**src/rtl/control_pipeline_if.sv**
```systemverilog
// ID-stage inputs and staged control outputs of the control pipeline.
// The block has no valid/ready handshake: every field is sampled on each clock edge it is not frozen.
interface control_pipeline_if #(
  parameter int REG_W = 5
);
  logic [6:0]       Op_i;
  logic [REG_W-1:0] rs1_i;
  logic [REG_W-1:0] rs2_i;
  logic [REG_W-1:0] rd_i;
  logic             stall_i;
  logic             flush_i;
  logic [2:0]       ex_ctrl_o;
  logic [2:0]       mem_ctrl_o;
  logic [1:0]       wb_ctrl_o;
  logic [REG_W-1:0] ex_rd_o;
  logic [REG_W-1:0] mem_rd_o;
  logic [REG_W-1:0] wb_rd_o;
  logic             hazard_o;
  logic             pc_write_o;
  logic             if_id_write_o;
  logic             illegal_o;

  modport master (
    output Op_i, rs1_i, rs2_i, rd_i, stall_i, flush_i,
    input  ex_ctrl_o, mem_ctrl_o, wb_ctrl_o, ex_rd_o, mem_rd_o, wb_rd_o,
    input  hazard_o, pc_write_o, if_id_write_o, illegal_o
  );

  modport slave (
    input  Op_i, rs1_i, rs2_i, rd_i, stall_i, flush_i,
    output ex_ctrl_o, mem_ctrl_o, wb_ctrl_o, ex_rd_o, mem_rd_o, wb_rd_o,
    output hazard_o, pc_write_o, if_id_write_o, illegal_o
  );
endinterface

```
**src/rtl/control_pipeline.sv**
```systemverilog
// Opcode decoder feeding ID/EX, EX/MEM and MEM/WB control registers,
// with load-use stall detection, flush bubbles, global freeze and a sticky illegal-opcode flag.
module control_pipeline #(
  parameter int REG_W       = 5,
  parameter bit LOAD_USE_EN = 1'b1,
  parameter bit RD0_IS_ZERO = 1'b1
) (
  input logic           clk_i,
  input logic           rst_i,
  control_pipeline_if.slave bus
);
  localparam logic [6:0] OP_R    = 7'b0110011;
  localparam logic [6:0] OP_LW   = 7'b0000011;
  localparam logic [6:0] OP_ADDI = 7'b0010011;
  localparam logic [6:0] OP_SD   = 7'b0100011;
  localparam logic [6:0] OP_BEQ  = 7'b1100011;
  localparam logic [6:0] OP_NOP  = 7'b0000000;

  logic [2:0]       w_ex;
  logic [2:0]       w_mem;
  logic [1:0]       w_wb;
  logic [1:0]       w_wb_in;
  logic             w_rs1_used;
  logic             w_rs2_used;
  logic             w_illegal;
  logic             w_rd_live;
  logic             w_src_match;
  logic             w_hazard;

  logic [2:0]       r_idex_ex;
  logic [2:0]       r_idex_mem;
  logic [1:0]       r_idex_wb;
  logic [REG_W-1:0] r_idex_rd;
  logic [2:0]       r_exmem_mem;
  logic [1:0]       r_exmem_wb;
  logic [REG_W-1:0] r_exmem_rd;
  logic [1:0]       r_memwb_wb;
  logic [REG_W-1:0] r_memwb_rd;
  logic             r_illegal;

  always_comb begin
    w_ex       = 3'b000;
    w_mem      = 3'b000;
    w_wb       = 2'b00;
    w_rs1_used = 1'b0;
    w_rs2_used = 1'b0;
    w_illegal  = 1'b0;
    case (bus.Op_i)
      OP_R:    begin w_ex = 3'b100; w_wb = 2'b10; w_rs1_used = 1'b1; w_rs2_used = 1'b1; end
      OP_LW:   begin w_ex = 3'b001; w_mem = 3'b010; w_wb = 2'b11; w_rs1_used = 1'b1; end
      OP_ADDI: begin w_ex = 3'b001; w_wb = 2'b10; w_rs1_used = 1'b1; end
      OP_SD:   begin w_ex = 3'b001; w_mem = 3'b001; w_rs1_used = 1'b1; w_rs2_used = 1'b1; end
      OP_BEQ:  begin w_ex = 3'b010; w_mem = 3'b100; w_rs1_used = 1'b1; w_rs2_used = 1'b1; end
      OP_NOP:  ;
      default: w_illegal = 1'b1;
    endcase
  end

  // A write to x0 is architecturally dead, so its RegWrite is dropped before it enters the pipe.
  assign w_wb_in     = {w_wb[1] & ~(RD0_IS_ZERO && (bus.rd_i == '0)), w_wb[0]};

  assign w_rd_live   = (r_idex_rd != '0) || !RD0_IS_ZERO;
  assign w_src_match = (w_rs1_used && (bus.rs1_i == r_idex_rd)) ||
                       (w_rs2_used && (bus.rs2_i == r_idex_rd));
  assign w_hazard    = LOAD_USE_EN && !bus.stall_i && !bus.flush_i &&
                       r_idex_mem[1] && w_rd_live && w_src_match;

  always_ff @(posedge clk_i) begin
    if (rst_i) begin
      r_idex_ex   <= '0;
      r_idex_mem  <= '0;
      r_idex_wb   <= '0;
      r_idex_rd   <= '0;
      r_exmem_mem <= '0;
      r_exmem_wb  <= '0;
      r_exmem_rd  <= '0;
      r_memwb_wb  <= '0;
      r_memwb_rd  <= '0;
      r_illegal   <= 1'b0;
    end else if (!bus.stall_i) begin
      if (bus.flush_i || w_hazard) begin
        r_idex_ex  <= '0;
        r_idex_mem <= '0;
        r_idex_wb  <= '0;
        r_idex_rd  <= '0;
      end else begin
        r_idex_ex  <= w_ex;
        r_idex_mem <= w_mem;
        r_idex_wb  <= w_wb_in;
        r_idex_rd  <= bus.rd_i;
      end
      r_exmem_mem <= r_idex_mem;
      r_exmem_wb  <= r_idex_wb;
      r_exmem_rd  <= r_idex_rd;
      r_memwb_wb  <= r_exmem_wb;
      r_memwb_rd  <= r_exmem_rd;
      // Only an opcode that actually advances into ID/EX may raise the sticky flag.
      if (!bus.flush_i && !w_hazard && w_illegal)
        r_illegal <= 1'b1;
    end
  end

  assign bus.ex_ctrl_o     = r_idex_ex;
  assign bus.mem_ctrl_o    = r_exmem_mem;
  assign bus.wb_ctrl_o     = r_memwb_wb;
  assign bus.ex_rd_o       = r_idex_rd;
  assign bus.mem_rd_o      = r_exmem_rd;
  assign bus.wb_rd_o       = r_memwb_rd;
  assign bus.hazard_o      = w_hazard;
  assign bus.pc_write_o    = !(bus.stall_i || w_hazard);
  assign bus.if_id_write_o = !(bus.stall_i || w_hazard);
  assign bus.illegal_o     = r_illegal;
endmodule

```
**src/flat_wrapper.sv**
```systemverilog
// flat-port wrapper written by rule: the top's interface ports become plain ports
module control_pipeline_flat 
#(
  parameter int REG_W       = 5,
  parameter bit LOAD_USE_EN = 1'b1,
  parameter bit RD0_IS_ZERO = 1'b1
)
  (clk_i, rst_i, bus_Op_i, bus_rs1_i, bus_rs2_i, bus_rd_i, bus_stall_i, bus_flush_i, bus_ex_ctrl_o, bus_mem_ctrl_o, bus_wb_ctrl_o, bus_ex_rd_o, bus_mem_rd_o, bus_wb_rd_o, bus_hazard_o, bus_pc_write_o, bus_if_id_write_o, bus_illegal_o);
  control_pipeline_if #(.REG_W(REG_W)) bus_i ();
  input logic clk_i;
  input logic rst_i;
  input wire logic [$bits(bus_i.Op_i)-1:0] bus_Op_i;
  input wire logic [$bits(bus_i.rs1_i)-1:0] bus_rs1_i;
  input wire logic [$bits(bus_i.rs2_i)-1:0] bus_rs2_i;
  input wire logic [$bits(bus_i.rd_i)-1:0] bus_rd_i;
  input wire logic [$bits(bus_i.stall_i)-1:0] bus_stall_i;
  input wire logic [$bits(bus_i.flush_i)-1:0] bus_flush_i;
  output wire logic [$bits(bus_i.ex_ctrl_o)-1:0] bus_ex_ctrl_o;
  output wire logic [$bits(bus_i.mem_ctrl_o)-1:0] bus_mem_ctrl_o;
  output wire logic [$bits(bus_i.wb_ctrl_o)-1:0] bus_wb_ctrl_o;
  output wire logic [$bits(bus_i.ex_rd_o)-1:0] bus_ex_rd_o;
  output wire logic [$bits(bus_i.mem_rd_o)-1:0] bus_mem_rd_o;
  output wire logic [$bits(bus_i.wb_rd_o)-1:0] bus_wb_rd_o;
  output wire logic [$bits(bus_i.hazard_o)-1:0] bus_hazard_o;
  output wire logic [$bits(bus_i.pc_write_o)-1:0] bus_pc_write_o;
  output wire logic [$bits(bus_i.if_id_write_o)-1:0] bus_if_id_write_o;
  output wire logic [$bits(bus_i.illegal_o)-1:0] bus_illegal_o;
  assign bus_i.Op_i = bus_Op_i;
  assign bus_i.rs1_i = bus_rs1_i;
  assign bus_i.rs2_i = bus_rs2_i;
  assign bus_i.rd_i = bus_rd_i;
  assign bus_i.stall_i = bus_stall_i;
  assign bus_i.flush_i = bus_flush_i;
  assign bus_ex_ctrl_o = bus_i.ex_ctrl_o;
  assign bus_mem_ctrl_o = bus_i.mem_ctrl_o;
  assign bus_wb_ctrl_o = bus_i.wb_ctrl_o;
  assign bus_ex_rd_o = bus_i.ex_rd_o;
  assign bus_mem_rd_o = bus_i.mem_rd_o;
  assign bus_wb_rd_o = bus_i.wb_rd_o;
  assign bus_hazard_o = bus_i.hazard_o;
  assign bus_pc_write_o = bus_i.pc_write_o;
  assign bus_if_id_write_o = bus_i.if_id_write_o;
  assign bus_illegal_o = bus_i.illegal_o;
  control_pipeline #(.REG_W(REG_W), .LOAD_USE_EN(LOAD_USE_EN), .RD0_IS_ZERO(RD0_IS_ZERO)) u_core (.clk_i(clk_i), .rst_i(rst_i), .bus(bus_i));
endmodule
```
**config.mk**
```make
export PLATFORM = sky130hd
export DESIGN_NAME = control_pipeline_flat
export DESIGN_NICKNAME = d
export VERILOG_FILES = /design/src/rtl/control_pipeline_if.sv /design/src/rtl/control_pipeline.sv /design/src/flat_wrapper.sv
export SDC_FILE = /design/constraint.sdc
export NUM_CORES = 1
export LEC_CHECK = 0
export ABC_AREA = 1
export BUFFER_PORTS_ARGS = -buffer_cell sky130_fd_sc_hd__clkbuf_2
export CAP_MARGIN = 0
export CORE_MARGIN = 3
export CORE_UTILIZATION = 47
export CTS_BUF_LIST = sky130_fd_sc_hd__clkbuf_2
export CTS_CLUSTER_SIZE = 25
export DETAILED_ROUTE_END_ITERATION = 7
export PLACE_DENSITY = 0.89
export SLEW_MARGIN = 25
export SYNTH_ARGS = -nofsm -noshare
export SYNTH_HDL_FRONTEND = slang
export SYNTH_SLANG_ARGS = --single-unit
```
**constraint.sdc**
```tcl
create_clock -name clk_i -period 2.2 [get_ports clk_i]
set_clock_uncertainty 0.2 [all_clocks]
set_input_delay 0.11 -clock clk_i [delete_from_list [all_inputs] [get_ports clk_i]]
set_output_delay 0.11 -clock clk_i [all_outputs]
set_load 0.005 [all_outputs]
```
==> impl_metrics.toml, run 1 <==
[die]
ios = 53
die_area_um2 = 3708
die_h_um = 60.90
start_util_pct = 50.49
core_um2 = 2805
std_cell_rows = 19
die_x_um = 60.90

[power]
power_frac_seq_pct = 56.9
power.leakage_nw = 0.8937
power.internal_mw = 0.6980
switching_share_pct = 29.51
p_sw_mw = 0.2922
clockPowerShare_pct = 27.7
ir_drop_v = 0.0003278
power.density_nw_per_um2 = 506.0
combPwrFrac_pct = 15.4

[worst_setup_path]
cp-end-kind = "register"
worstPathRequired_ns = 2.27
reg2reg_slack_ns = 0.04
reg2reg_from = "u_core.bus.ex_rd_o[3]"
crit_fanout = 7
worstRegToRegCells = 9
crit_arrival_ns = 2.22
crit_chain = "xnor2_1, nand2_1, nor2_1, nand2_1, nand2_2, nand2_4, nand3_1, dlygate4sd3_1, a21oi_1"
critPathKind = "reg2reg"
slowest_delay_ns = 0.57
crit_path_start_kind = "register"
crit_top_cell = "nand2_1"
critPathSlowestCell = "dlygate4sd3_1"
rr_endpoint = "u_core.r_idex_mem[1]"

[sta]
tightest_slew_ns = 0.5717
whs_ns = -0.02050
max_freq_mhz = 463.3
relSlewSlack_pct = 61.89
fin_ws_ns = 0.04156
hold_viol = 1
fin_crit_ns = 2.158
final_max_slew_viol_count = 0
finalSetupViolCount = 0
period_share_pct = 98.11

[grt]
grt_max_degree = 31
antenna_found_initial = 0
grt_pass1_vias = 1504
grt.total_usage_pct = 23.59
gr-total-overflow = 0
grt_pass1_wl_um = 6444

[finish]
fin_nets = 298
final_util_pct = 69.76
antenna_cells = 0
drive_above_1_share_pct = 27.84
syn2layout_area_growth_pct = 38.16

[clocking]
post_cts_buffers = 0
clk_pin_slew_ns = 0.17
root_buffer = "clkbuf_2"
htreeDepth = 2
cts_tree = "built"
cts.sinks = 30
cts_buffers = 5
cts_buffer_depth = 2
clock_latency_ns = 0.38

[outcome]
status = "finished with violations"
violations = "hold timing"

[yosys]
netlist_area_um2 = 1416
synth_cell_types = 22
syn_inst = 202
ys_async_sr_fraction_pct = 0
ys_seq_area_share_pct = 42.40
yosys_warnings = 0
postSynthAreaPerCell_um2 = 7.012
synth-seq-cells = 30
ys_top_cells_by_area = "dfxtp_1 42%, nand2_1 15%, a21oi_1 11%, nand3_1 5.3%, nor2_1 4.8%"
ys.flop_type = "dfxtp_1"
synth_nets = 228
yosys.area.top_type = "dfxtp_1"
synth_commonest_cells = "57 x nand2_1, 31 x a21oi_1, 30 x dfxtp_1"
synth-edff-count = 0
synth_most_common_cell = "nand2_1"
synth_top_area_share_pct = 42.40

[hold_path]
holdPathStages = 6
worstHoldStart = "bus_Op_i[3]"
min_path_type = "in2reg"
min_to = "u_core.r_idex_wb[0]"

[drt]
avgRoutedWirePerCell_um = 13.31
dr.pass1.iters = 5
drc_errors = 0
vias_per_cell = 5.250
drt_wl_total_um = 4046
vias = 1596
drt_iter0_markers = 79
ant_nets = 0

[placement]
io_buffers = 52
dp_slack_ns = 0.5054
dpl.hpwl_um = 2409
place.gp.congestion = 0.9377

[flow_run]
cap_violations = 0
==> worst max-delay path by stage <==
stage / from / end
3_3_place_gp: u_core.bus.ex_rd_o[0] / bus_pc_write_o
4_1_cts: bus_Op_i[4] / u_core.r_idex_wb[0]
6_report: u_core.bus.ex_rd_o[3] / u_core.r_idex_mem[1]
3_5_place_dp: u_core.bus.ex_rd_o[1] / bus_if_id_write_o
5_1_grt: bus_Op_i[4] / u_core.r_idex_mem[1]
2_1_floorplan: u_core.bus.ex_rd_o[1] / bus_pc_write_o
==> critical path: cells and delay by family (launching register included) <==
kind,cells,cell delay (ns)
buffers and inverters,1,0.57
AND/OR/NAND/NOR,6,0.57
AO/OA/AOI/OAI,1,0.07
flip-flops,1,0.49
XOR/XNOR,1,0.15
==> cells by family (layout without fill, tap and decap cells) <==
family	after synthesis	after routing	synth area share, %
buffers and inverters	28	98	9.363
AOI/OAI and AO/OA	33	33	12.19
xor gates and xnor gates	9	9	5.566
and+or+nand+nor	102	103	30.48
DFF	30	30	42.40
==> state kept, by name, summed over array words and instances, names as in the netlist <==
register               cells
u_core.bus.mem_rd_o        5
u_core.r_idex_wb           2
u_core.bus.mem_ctrl_o      3
u_core.bus.ex_ctrl_o       3
u_core.r_exmem_wb          2
u_core.bus.wb_rd_o         5
u_core.bus.ex_rd_o         5
u_core.r_idex_mem          2
u_core.bus.wb_ctrl_o       2
u_core.bus.illegal_o       1
==> placed cells by master (no fill, tap or decap) <==
| cell | n |
|---|---|
| o211a_1 | 1 |
| a21oi_1 | 30 |
| nand2_2 | 2 |
| clkinv_1 | 1 |
| buf_4 | 2 |
| nor3_2 | 1 |
| a21oi_2 | 1 |
| nand4_1 | 1 |
| nor2_1 | 16 |
| nor3_1 | 5 |
| a211oi_1 | 1 |
| nand3_1 | 14 |
| dfxtp_1 | 26 |
| inv_2 | 2 |
| dlymetal6s4s_1 | 2 |
| xor2_1 | 3 |
| dlygate4sd3_1 | 20 |
| nor2_4 | 1 |
| clkbuf_2 | 55 |
| dfxtp_2 | 4 |
| nor4_1 | 1 |
| nand3_2 | 3 |
| nand2_1 | 56 |
| xnor2_1 | 6 |
| nor2_2 | 2 |
| inv_1 | 14 |
| clkinv_2 | 1 |
| clkinvlp_4 | 1 |
| nand2_4 | 1 |
==> cell type report <==
cell class,count,area (um2)
Clock buffer,5,25.02
Clock inverter,3,16.27
Fill cell,219,848.3
Inverter,16,60.06
Multi-Input combinational cell,145,720.7
Sequential cell,30,605.6
Tap cell,31,38.79
Timing Repair Buffer,74,490.5
==> repair_timing <==
item	4_1_cts	5_1_grt
gates resized for setup	0	15
setup endpoints to repair	0	11
hold buffers	26	0
hold endpoints to repair	13	0
==> layer usage <==
layer  GRT usage (%)  part of all wire [%]  vias to the layer above
met5               0                     0                        -
met4           12.38                   2.9                        0
met3           7.021                   6.4                       15
met2           41.68                    53                       71
met1           25.16                    38                      721
li1                -                     -                      789
==> metrics by stage <==
stage	TNS (ns)	cells	area, um2	power (mW)
floorplan	0	202	1416	0.6447
global placement	0	275	1658	0.6917
detailed placement	0	275	1658	0.6936
CTS	0	309	1959	0.9863
global route	-0.1179	304	1957	1.043
finish	0	304	1957	0.9902
==> power by group through the flow <==
stage,registers [mW],clock network [mW],logic (mW)
after global placement,0.573,0,0.118
final,0.563,0.274,0.153
after detailed placement,0.574,0,0.119
after CTS,0.563,0.276,0.148
after floorplan,0.573,0,0.0716
after global routing,0.565,0.307,0.170
No activity file was read; power rests on OpenSTA's default activity.
==> run 2: changes to the inputs <==
- CORE_UTILIZATION: 47 -> 45
- clock period: 2.2 -> 1.95 ns (I/O delays scaled with it)
==> run 2 against run 1 <==
  * The flow now finishes without violations
  * Clock power grew 52%
  * Register-to-register slack improved by 0.06 ns
  * First-iteration DRC count increased by 39%
  * Count of clock-buffer cells in the layout unchanged
  * Non-clock buffer count up 1
  * Die area increased by 4.0%
  * Design area rose by 3.9%
  * Sequential share of layout area is 0.48 points lower
  * Global-route usage is 2.4 points lower
  * Worst setup slack improved by 0.0043 ns
  * Sequential cell count unchanged
  * Largest cell class unchanged
  * Sequential power is 12% higher
==> impl_metrics.toml, run 2 (same netlist as run 1, synthesis figures left out) <==
[outcome]
status = "complete, no violations"

[power]
power.density_nw_per_um2 = 608.8
ir_drop_v = 0.0004242
power.leakage_nw = 0.9300

[die]
core_um2 = 2877
start_util_pct = 49.24
std_cell_rows = 19
die_x_um = 62.10
die_h_um = 62.10
ios = 53
die_area_um2 = 3856

[sta]
whs_ns = 0.04305
relSlewSlack_pct = 60.07
fin_crit_ns = 1.904
hold_viol = 0
finalSetupViolCount = 0
fin_tns_setup_ns = 0
period_share_pct = 97.65
fin_ws_ns = 0.04584
final_max_slew_viol_count = 0
tightest_slew_ns = 0.5990
max_freq_mhz = 525.2
rsz0062_at_grt = "true"

[finish]
drive_above_1_share_pct = 32.72
final_util_pct = 70.68
fin_nets = 298
antenna_cells = 0
syn2layout_area_growth_pct = 43.55
instances_no_fill = 314
final_cell_mix = "56 x nand2_1, 56 x clkbuf_2, 30 x a21oi_1"

[clocking]
cts.sinks = 30
htreeDepth = 2
clock_latency_ns = 0.37
clk_pin_slew_ns = 0.15
cts_tree = "built"
cts_buffers = 5
cts_buffer_depth = 2
root_buffer = "clkbuf_2"

[worst_setup_path]
cp-end-kind = "output pin"
crit_arrival_ns = 1.61
worstPathRequired_ns = 1.65
slowest_delay_ns = 0.54
cp-startpoint = "bus_Op_i[6]"
crit_chain = "dlygate4sd3_1, clkbuf_2, inv_2, nand3_2, a21oi_2, nand3_2, nand2_2, nand2_4, inv_4, nor2_4, buf_2"
critical_path.endpoint = "bus_if_id_write_o"
rr_endpoint = "u_core.bus.ex_ctrl_o[2]"
worstRegToRegCells = 9
reg2reg_slack_ns = 0.10
crit_fanout = 3
crit_top_cell = "nand3_2"
critPathSlowestCell = "dlygate4sd3_1"
crit_path_start_kind = "primary input"
critPathKind = "in2out"
reg2reg_from = "u_core.bus.ex_rd_o[3]"

[grt]
grt.total_usage_pct = 21.22
grt_max_degree = 31
grt_pass1_wl_um = 6699
antenna_found_initial = 0
grt_pass1_vias = 1510
gr-total-overflow = 0

[drt]
vias = 1611
drt_wl_total_um = 4408
ant_nets = 0
avgRoutedWirePerCell_um = 14.04
drt_iter0_markers = 110
drc_errors = 0
dr.pass1.iters = 4
vias_per_cell = 5.131

[hold_path]
holdPathStages = 6
min_path_type = "in2reg"

[placement]
io_buffers = 52
dp_cells = 286
place.gp.congestion = 0.8650
dpl.hpwl_um = 2430
dp_slack_ns = 0.2590

[flow_run]
cap_violations = 0
run 2: area by class of cell:
cell class / count / area, um2
repair buffers: 75 / 478.0
multi-input cells: 144 / 762.0
inverters: 16 / 62.56
flip-flops and latches: 30 / 619.3
well taps: 42 / 52.55
clock buffers: 5 / 25.02
clock inverters: 2 / 33.78
fillers: 209 / 843.3
run 2: stage by stage:
| step | power, mW | instance area, um2 |
|---|---|---|
| 2_1_floorplan | 0.7274 | 1416 |
| 3_3_place_gp | 0.7807 | 1672 |
| 3_5_place_dp | 0.7816 | 1672 |
| 4_1_cts | 1.219 | 1952 |
| 5_1_grt | 1.289 | 2033 |
| 6_report | 1.238 | 2033 |
run 2: how the worst min path moves through the flow:
stage | startpoint | endpoint
after floorplan | bus_Op_i[4] | u_core.bus.ex_ctrl_o[0]
after global placement | u_core.bus.illegal_o | u_core.bus.illegal_o
after detailed placement | u_core.r_exmem_wb[0] | u_core.bus.wb_ctrl_o[0]
after CTS | bus_Op_i[4] | u_core.r_idex_mem[1]
after global routing | bus_Op_i[4] | u_core.r_idex_mem[1]
final | bus_Op_i[4] | u_core.r_idex_mem[1]
run 2: what timing repair did:
item                       in CTS  in global routing
pin swaps                       1                 10
resized for setup               8                 22
hold endpoints to repair       11                  0
hold buffers                   19                  0
setup endpoints to repair       3                 15
setup buffers                   2                  1
run 2: power by group:
group          switching, mW  total [mW]  leakage (nW)  internal [mW]
logic                  0.101       0.190         0.647         0.0884
registers             0.0126       0.632         0.246          0.619
clock network          0.210       0.416        0.0365          0.207
run 2: per-layer routing:
metal	global-route usage, %	vias up	share of wire, %
met5	0	-	0
met4	7.182	0	3.9
met3	6.486	16	6.2
met2	36.02	80	51
met1	25.45	729	39
li1	-	786	-
run 2: critical path: cells and delay by family:
family          cells  cell delay [ns]
compound gates      1             0.18
buf+inv             5             0.94
simple gates        5             0.37
==> run 3: changes to the inputs <==
- CORE_UTILIZATION: 45 -> 47
- clock period: 1.95 -> 2.3 ns (I/O delays scaled with it)
==> run 3 against run 2 <==
  * Non-clock buffer count is 4 higher
  * Register-to-register slack better by 0.02 ns
  * Critical path depth shrank 4
  * Highest routed layer unchanged
  * Largest cell class unchanged
  * Design area is 3.0% lower
  * Hold slack worse by 0.021 ns
  * Total power shrank 23%
  * Critical endpoint is now u_core.bus.ex_ctrl_o[0]
  * Die area decreased by 3.8%
  * Via count decreased by 3.7%
  * Utilization fell by 0.34 points
  * Sequential share of layout area rose by 0.10 points
  * Count of clock-buffer cells in the layout stayed put
  * Global-route usage is 1.9 points higher
  * Largest power group unchanged
==> impl_metrics.toml, run 3 (same netlist as run 1, synthesis figures left out) <==
[sta]
final_max_slew_viol_count = 0
tightest_slew_ns = 0.5776
fin_crit_ns = 2.249
finalSetupViolCount = 0
hold_viol = 0
relSlewSlack_pct = 61.49
period_share_pct = 97.77
max_freq_mhz = 444.7

[power]
power.leakage_nw = 0.9026
power.density_nw_per_um2 = 482.1
clockPowerShare_pct = 27.7
p_sw_mw = 0.2802
power.internal_mw = 0.6710
power_frac_seq_pct = 56.6
switching_share_pct = 29.46
ir_drop_v = 0.0002411
combPwrFrac_pct = 15.7

[finish]
final_common_cell = "nand2_1"
syn2layout_area_growth_pct = 39.31
antenna_cells = 0
drive_above_1_share_pct = 25.63
instances_no_fill = 308
final_cell_mix = "57 x nand2_1, 56 x clkbuf_2, 30 x a21oi_1"
final_util_pct = 70.34
fin_nets = 302

[die]
ios = 53
start_util_pct = 50.49
std_cell_rows = 19
core_um2 = 2805
die_area_um2 = 3708
die_h_um = 60.90
die_x_um = 60.90

[worst_setup_path]
crit_path_start_kind = "primary input"
crit_fanout = 4
slowest_delay_ns = 0.60
critPathKind = "in2reg"
cp-end-kind = "register"
worstPathRequired_ns = 2.42
critPathSlowestCell = "dlygate4sd3_1"
crit_top_cell = "dlygate4sd3_1"
critPathTopFamily = "buffers and inverters"
crit_buf_inv = 4
crit_chain = "dlygate4sd3_1, clkbuf_2, a21oi_1, dlygate4sd3_1, nand3_1, dlygate4sd3_1, a21oi_1"
crit_arrival_ns = 2.37

[hold_path]
min_path_type = "in2reg"

[grt]
grt_max_degree = 31
grt.total_usage_pct = 23.13
gr-total-overflow = 0
grt_pass1_vias = 1451
antenna_found_initial = 0
grt_pass1_wl_um = 6299

[clocking]
cts_buffers = 5
htreeDepth = 2
root_buffer = "clkbuf_2"
clk_pin_slew_ns = 0.17
cts_tree = "built"
cts_buffer_depth = 2
clock_latency_ns = 0.38
cts.sinks = 30

[drt]
vias_per_cell = 5.036
ant_nets = 0
drt_wl_total_um = 3885
dr.pass1.iters = 4
drt_iter0_markers = 89
drc_errors = 0
vias = 1551
avgRoutedWirePerCell_um = 12.61

[flow_run]
cap_violations = 0

[placement]
io_buffers = 52
dpl.hpwl_um = 2422
place.gp.congestion = 0.9385
dp_cells = 275

[outcome]
status = "complete, no violations"
[run 3: worst reg2reg max path: stages, from the launching register on]
cell           delay [ns]
dfxtp_1              0.48
xnor2_1              0.15
nand2_1              0.08
nor2_1               0.14
nand2_1              0.07
nand2_1              0.11
nand2_4              0.12
nand3_1              0.10
dlygate4sd3_1        0.56
a21oi_1              0.06
[run 3: routing by layer]
layer | share of wire, % | up-vias | GRT usage [%]
li1 | - | 798 | -
met1 | 41 | 693 | 25.74
met3 | 5.1 | 10 | 7.660
met2 | 52 | 50 | 40.92
met5 | 0 | - | 0
met4 | 1.8 | 0 | 8.359
[run 3: stage by stage]
step | hold WS (ns) | area [um2] | setup WS, ns | TNS, ns | power, mW
global placement | 0.2466 | 1658 | 0.6564 | 0 | 0.6614
finish | 0.02211 | 1973 | 0.05120 | 0 | 0.9512
floorplan | 0.1251 | 1416 | 0.6912 | 0 | 0.6167
CTS | 0.04617 | 1949 | 0.09763 | 0 | 0.9438
detailed placement | 0.2479 | 1658 | 0.5852 | 0 | 0.6641
global route | 0.02255 | 1973 | -0.01423 | -0.02203 | 0.9951
[run 3: timing repair]
| action | in CTS | in global routing |
|---|---|---|
| endpoints found under the hold margin | 14 | 0 |
| setup endpoints to repair | 0 | 10 |
| setup buffers | 0 | 1 |
| hold buffers | 25 | 0 |
| resized for setup | 0 | 7 |
[run 3: path summary, 6_finish.rpt]
path,from,end,slack [ns],depth (start not counted)
setup / recovery,bus_Op_i[5],u_core.bus.ex_ctrl_o[0],0.05,7
hold / removal,bus_Op_i[0],u_core.bus.ex_ctrl_o[1],0.02,5
setup reg to reg,u_core.bus.ex_rd_o[2],u_core.bus.ex_rd_o[2],0.12,9
hold reg to reg,u_core.bus.ex_ctrl_o[2],u_core.bus.ex_ctrl_o[2],0.27,2
[run 3: layout make-up]
cell class	count	area (um2)
fillers	222	832.0
multi-input cells	144	699.4
flip-flops and latches	30	603.1
repair buffers	79	530.5
inverters	16	60.06
well taps	31	38.79
clock buffers	5	25.02
clock inverters	3	16.27
[run 3: power by group through the flow]
stage	Clock (mW)	Combinational, mW	Sequential (mW)
after floorplan	0	0.0684	0.548
after global placement	0	0.113	0.549
after detailed placement	0	0.115	0.549
after CTS	0.263	0.143	0.538
after global routing	0.289	0.166	0.540
final	0.264	0.149	0.538
